--- config.mk ---
export PLATFORM = sky130hd
export DESIGN_NAME = modport_ram
export DESIGN_NICKNAME = d
export VERILOG_FILES = /design/src/rtl/ram_pkg.sv /design/src/rtl/ram_core.sv /design/src/rtl/modport_ram.sv
export SDC_FILE = /design/constraint.sdc
export NUM_CORES = 1
export LEC_CHECK = 0
export BUFFER_PORTS_ARGS = -buffer_cell sky130_fd_sc_hd__buf_4
export CAP_MARGIN = 20
export CORE_MARGIN = 3
export CORE_UTILIZATION = 48
export DETAILED_ROUTE_END_ITERATION = 12
export GPL_TIMING_DRIVEN = 1
export PLACE_DENSITY = 0.72
export RECOVER_POWER = 50
export SYNTH_ARGS = -nofsm -noshare
export SYNTH_HDL_FRONTEND = slang
export SYNTH_HIERARCHICAL = 1
export SYNTH_SLANG_ARGS = --single-unit
--- constraint.sdc ---
create_clock -name clk -period 2.16 [get_ports clk]
set_input_delay 0.432 -clock clk [delete_from_list [all_inputs] [get_ports clk]]
set_output_delay 0.432 -clock clk [all_outputs]
set_load 0.05 [all_outputs]
--- src/rtl/ram_pkg.sv ---
// Shared sizing and word types for the modport_ram storage block.
package ram_pkg;

  localparam int ADDR_WIDTH = 4;
  localparam int DATA_WIDTH = 8;
  localparam int DEPTH      = 2 ** ADDR_WIDTH;

  typedef logic [ADDR_WIDTH-1:0] addr_t;
  typedef logic [DATA_WIDTH-1:0] data_t;

  // All-zero word used for reset clears and safe defaults.
  function automatic data_t zero_word();
    return data_t'(0);
  endfunction

endpackage : ram_pkg

--- src/rtl/ram_core.sv ---
// Storage array for modport_ram.
// It provides the write port, a synchronous clear, and a combinational peek at the read address.
// The peek reflects the array before any write landing on the same edge, which gives the
// top-level read register its read-before-write behaviour.
module ram_core
  import ram_pkg::*;
(
  input  logic  clk,
  input  logic  rst,
  input  logic  wr_enb,
  input  addr_t wr_addr,
  input  data_t wr_data,
  input  addr_t rd_addr,
  output data_t rd_word
);

  data_t r_mem [DEPTH];

  // Storage update: reset clears every word, otherwise the enabled write lands.
  always_ff @(posedge clk) begin
    if (rst) begin
      for (int i = 0; i < DEPTH; i++) begin
        r_mem[i] <= zero_word();
      end
    end else if (wr_enb) begin
      r_mem[wr_addr] <= wr_data;
    end
  end

  // Current contents at the read address; the top registers this value.
  always_comb begin
    rd_word = r_mem[rd_addr];
  end

endmodule : ram_core

--- src/rtl/modport_ram.sv ---
// Simple dual-port synchronous RAM: one write port, one registered read port, single clock.
// Read data has one cycle of latency and holds its value while rd_enb is low.
module modport_ram
  import ram_pkg::*;
(
  input  logic                  clk,
  input  logic                  rst,
  input  logic                  wr_enb,
  input  logic [ADDR_WIDTH-1:0] wr_addr,
  input  logic [DATA_WIDTH-1:0] wr_data,
  input  logic                  rd_enb,
  input  logic [ADDR_WIDTH-1:0] rd_addr,
  output logic [DATA_WIDTH-1:0] rd_data
);

  data_t w_rd_word;
  data_t r_rd_data;
  data_t w_rd_next;

  ram_core u_core (
    .clk     (clk),
    .rst     (rst),
    .wr_enb  (wr_enb),
    .wr_addr (wr_addr),
    .wr_data (wr_data),
    .rd_addr (rd_addr),
    .rd_word (w_rd_word)
  );

  // Next read-register value: capture the stored word on a read, hold otherwise.
  always_comb begin
    w_rd_next = r_rd_data;
    if (rd_enb) begin
      w_rd_next = w_rd_word;
    end else begin
      w_rd_next = r_rd_data;
    end
  end

  // Read data register; reset has priority over any read in the same cycle.
  always_ff @(posedge clk) begin
    if (rst) begin
      r_rd_data <= zero_word();
    end else begin
      r_rd_data <= w_rd_next;
    end
  end

  assign rd_data = r_rd_data;

endmodule : modport_ram

**Word-level counts from Yosys, hierarchy flattened**

Memories as Yosys holds them, arrays and structs flattened. A register that Yosys moved wholly into a read port is not among the register bits.
Index checks and enable logic that the tools add are counted.
W data, S select, Z words.

- Register bits: 0
- Bits in latches: 0
- RAM bits: 128
- Memory bits (read-only): 0
- Input port bits: 20
- Output and inout bits: 8
- Logic and storage cells: 10
- Memories kept: 1

- Add/subtract/negate cells: 0
- Multipliers: 0
- Div/mod/pow operators: 0
- Order comparisons: 0
- Eq/ne operators: 0
- Shifts and indexed selects: 0
- Multiplexer cells: 8
- Bitwise gates (word level): 0
- Reduce and logical (&&, ||, !) cells: 1

Memory list:

| memory | depth | bits a word | read ports | clocked after Yosys merged registers in | wr ports | RTL line | text |
|---|---|---|---|---|---|---|---|
| u_core.r_mem | 16 | 8 | 1 | 1 | 16 | ram_core.sv:17 | `data_t r_mem [DEPTH];` |

Operators by type and width:

| operator | number |
|---|---|
| $mux W8 | 1 |
| $reduce_or A8 Y1 | 1 |
| $mux W1 | 6 |
| $mux W4 | 1 |

**Depth between registers and ports, before layout**

- Word-level depth: 5
- Gate-level depth with buffers: 7
- Gate-level depth less buffers: 5

**Hierarchy**

Netlist, hierarchy kept.

By module, submodules not included:

| module | times used | cells an instance | area an instance (µm²) | seq. area each (µm²) |
|---|---|---|---|---|
| ram_core | 1 | 375 | 5861.9 | 3843.7 |
| modport_ram | 1 | 26 | 285.3 | 160.2 |

**Worst setup path before layout**

Ideal clock, no wire load.

- Path kind: input-to-reg
- Start: in rd_addr[0]
- End: reg r_rd_data[6] (netlist: rd_data[6]), read port of u_core.r_mem
- Setup time: 0.124 ns
- Data arrival time: 1.755 ns
- Slack: 0.281 ns
- Cell stages on the path: 7
- Path buffers: 2
- Cell sequence: buf_2 -> buf_2 -> mux4_2 -> a22oi_1 -> nand2_1 -> mux2i_1 -> nor2_1

RTL lines:

| what | RTL line | text |
|---|---|---|
| start, declared | modport_ram.sv:12 | `input logic [ADDR_WIDTH-1:0] rd_addr,` |
| end, declared | modport_ram.sv:17 | `data_t r_rd_data;` |

==> impl_metrics.tcl <==
set metrics [dict create \
    port_buffers 27 \
    cts_buffers 17 \
    synth_fp_nets 421 \
    worstPathMaxFanout 8 \
    n_antenna_cell 0 \
    slew_viol_final 0 \
    cts_tree "done" \
    clock_sink_count 136 \
    largest_net_degree_at_the_start_of_global_routing 33 \
    fp.coreArea_um2 12260 \
    crit_buf_inv 2 \
    fin_crit_ns 1.695 \
    routed_wirelength_um 13560 \
    avgViaCountPerCell 5.585 \
    final_layout_size_suffix_gt1_frac 0.2473 \
    clkLatencyLatePin_ns 0.41 \
    post_synth.cell_area_avg_um2 15.33 \
    gr-total-overflow 0 \
    cts-root-to-sink-buffers 2 \
    timing.critical_path.from_type "input port" \
    groute.usage.overall 0.2037 \
    floorplan.die.width_um 119.2 \
    gp_congestion 0.7604 \
    fin_tns_setup_ns 0 \
    p_seq_frac 0.476 \
    std_cell_rows 40 \
    ctsHtreeMaxLevel 4 \
    placement.setup.worst_slack_ns 0.1182 \
    detail-route-antenna-nets 0 \
    number_of_unique_standard_cell_types_used_by_synthesis 22 \
    grt_first_pass_wirelength_um 20960 \
    critPathRequiredTime_ns 2.44 \
    slew-limit-headroom 0.5242 \
    synth_area_um2 6147 \
    timing_hold_violations_final 0 \
    post-route-drc-count 0 \
    cpLargestDelayFamily "simple AND/OR/NAND/NOR gates" \
    worst_slack_ns 0.4647 \
    first_global_vias 3647 \
    fin_worst_skew_ns 0.006763 \
    crit_arrival_ns 1.98 \
    cts-hold-fix-buffers 0 \
    cap_violations 0 \
    start_util 0.5013 \
    die_h_um 119.2 \
    power.switching_w 0.001398 \
    power_report.internal_total_w 0.005076 \
    io_pins 28 \
    mostFrequentLayoutCells "edfxtp_1, and2_1, and2_0, buf_4, mux4_2" \
    area.growth.synth_to_final_pct 17.32 \
    power.ir.vdd_worst_uv 523.1 \
    maxClockFrequency_ghz 0.5899 \
    final-setup-viol-count 0 \
    power_density_nw_per_um2 897.6 \
    min_period_over_period 0.7849 \
    power.share.combinational 0.078 \
    leakagePower_nw 2.528 \
    holdCritPathClass "input port to flip-flop" \
    power.clock.fraction 0.446 \
    crit_path_cell_trace "buf_4 > or4b_1 > nor2_1 > clkbuf_1 > and2_1" \
    timing.setup.critical_path_class "input port to flip-flop" \
    cts.clk_slew.worst_paths_ns 0.06 \
    detail_route.wl_per_cell_um 21.56 \
    number_of_instances_resized_during_post_cts_repair 0 \
    count_of_buffers_added_by_post_cts_timing_repair_for_setup 0 \
    unrepaired_setup_endpoints_after_global_routing "false" \
    clock_tree.root_cell "clkbuf_16" \
    cp_slowest_cell "or4b_1" \
    grt_antenna_before_repair 0 \
    slew_worst_pin_ns 0.7136 \
    layout_filler_cell_count 968 \
    synthesis.instances 401 \
    die_area_um2 14200 \
    drt_first_pass_iters 5 \
    end_kind "flip-flop" \
    run_status "finished clean" \
    worst_path_largest_cell_delay_ns 0.63 \
    sw_frac_of_total 0.2160 \
    num_vias 3513 \
    layout_commonest_cell "edfxtp_1" \
    synth_seq_cells 136 \
    drt_iter0_markers 296 \
    yosys_warnings 6 \
    hpwl_um 8884 \
    share_of_synthesized_area_occupied_by_flip_flops_and_latches 0.6513 \
    nets 468 \
]
## cell usage after synthesis
library cell | number | area (um2)
buf_2 | 2 | 10.01
buf_4 | 2 | 15.01
nand4b_1 | 1 | 8.760
or2_2 | 16 | 100.1
dfxtp_1 | 8 | 160.2
nand2_1 | 9 | 33.78
clkbuf_1 | 12 | 45.04
nand2b_1 | 2 | 12.51
nor3_2 | 1 | 10.01
nor2_1 | 18 | 67.56
a22oi_1 | 16 | 120.1
nor3_1 | 3 | 15.01
nor2_2 | 3 | 18.77
mux4_2 | 32 | 720.7
edfxtp_1 | 128 | 3844
nand4bb_1 | 2 | 22.52
buf_6 | 1 | 11.26
buf_1 | 5 | 18.77
mux2i_1 | 8 | 80.08
or4b_4 | 1 | 13.76
nor2b_1 | 2 | 12.51
and2_1 | 129 | 807.0
## state kept, by name (all words and copies together), names as in the netlist
register and cells:
rd_data 8, u_core/r_mem 128
## logic make-up (layout without fill, tap and decap cells)
| kind of cell | count (synthesis) | after routing | share of synthesized area |
|---|---|---|---|
| flip-flops | 136 | 136 | 0.6513 |
| AO/OA/AOI/OAI | 16 | 16 | 0.01954 |
| buffers and inverters | 22 | 82 | 0.01628 |
| multiplexers | 40 | 40 | 0.1303 |
| AND/OR/NAND/NOR | 187 | 187 | 0.1826 |
## metal layers
| metal | GRT usage | wire [um] | vias up |
|---|---|---|---|
| met3 | 0.06648 | 997 | 17 |
| met1 | 0.2753 | 5753 | 1788 |
| met5 | 0 | 0 | - |
| met4 | 0.07893 | 259 | 0 |
| li1 | - | - | 1574 |
| met2 | 0.3080 | 6554 | 134 |
## worst paths after layout
path / start / to / slack (ns) / cells after the start
worst max-delay path: wr_addr[2] / u_core/r_mem[1][4] / 0.46 / 5
worst min-delay path: rd_enb / rd_data[2] / 0.39 / 3
worst max register to register: u_core/r_mem[0][6] / rd_data[6] / 0.57 / 5
worst min register to register: rd_data[7] / rd_data[7] / 0.49 / 2
## worst min-delay path, delay by kind of cell
| family | cells | cell delay (ns) |
|---|---|---|
| buffers and inverters | 1 | 0.17 |
| and+or+nand+nor | 1 | 0.07 |
| muxes | 1 | 0.09 |
## metrics by stage
| stage | total power [W] | utilization | std cells | hold slack [ns] | cell area (um2) |
|---|---|---|---|---|---|
| after floorplan | 0.003436 | - | 401 | 0.6302 | 6147 |
| after global placement | 0.003625 | 0.5440 | 597 | 0.4764 | 6670 |
| after detailed placement | 0.003646 | 0.5440 | 597 | 0.4827 | 6670 |
| after CTS | 0.006507 | 0.5927 | 629 | 0.3816 | 7267 |
| after global routing | 0.006679 | 0.5882 | 629 | 0.4103 | 7212 |
| final | 0.006474 | 0.5882 | 629 | 0.3894 | 7212 |
## final cells by class
cell class / count / area (um2) / share of cell area
clock buffer: 19 / 442.9 / 0.06142
clock inverter: 13 / 153.9 / 0.02134
multi-input combinational: 243 / 2037 / 0.2824
sequential: 136 / 4004 / 0.5552
tap: 168 / 210.2 / 0.02915
timing repair buffer: 50 / 364.1 / 0.05049
## power by group through the flow
stage                     clock, W  sequential [W]  combinational [W]
after detailed placement         0         0.00314           0.000511
after global routing       0.00304         0.00309           0.000542
after global placement           0         0.00313           0.000500
after floorplan                  0         0.00315           0.000282
final                      0.00289         0.00308           0.000503
after CTS                  0.00291         0.00308           0.000513
Note: power is estimated with default switching activity, not from simulation.
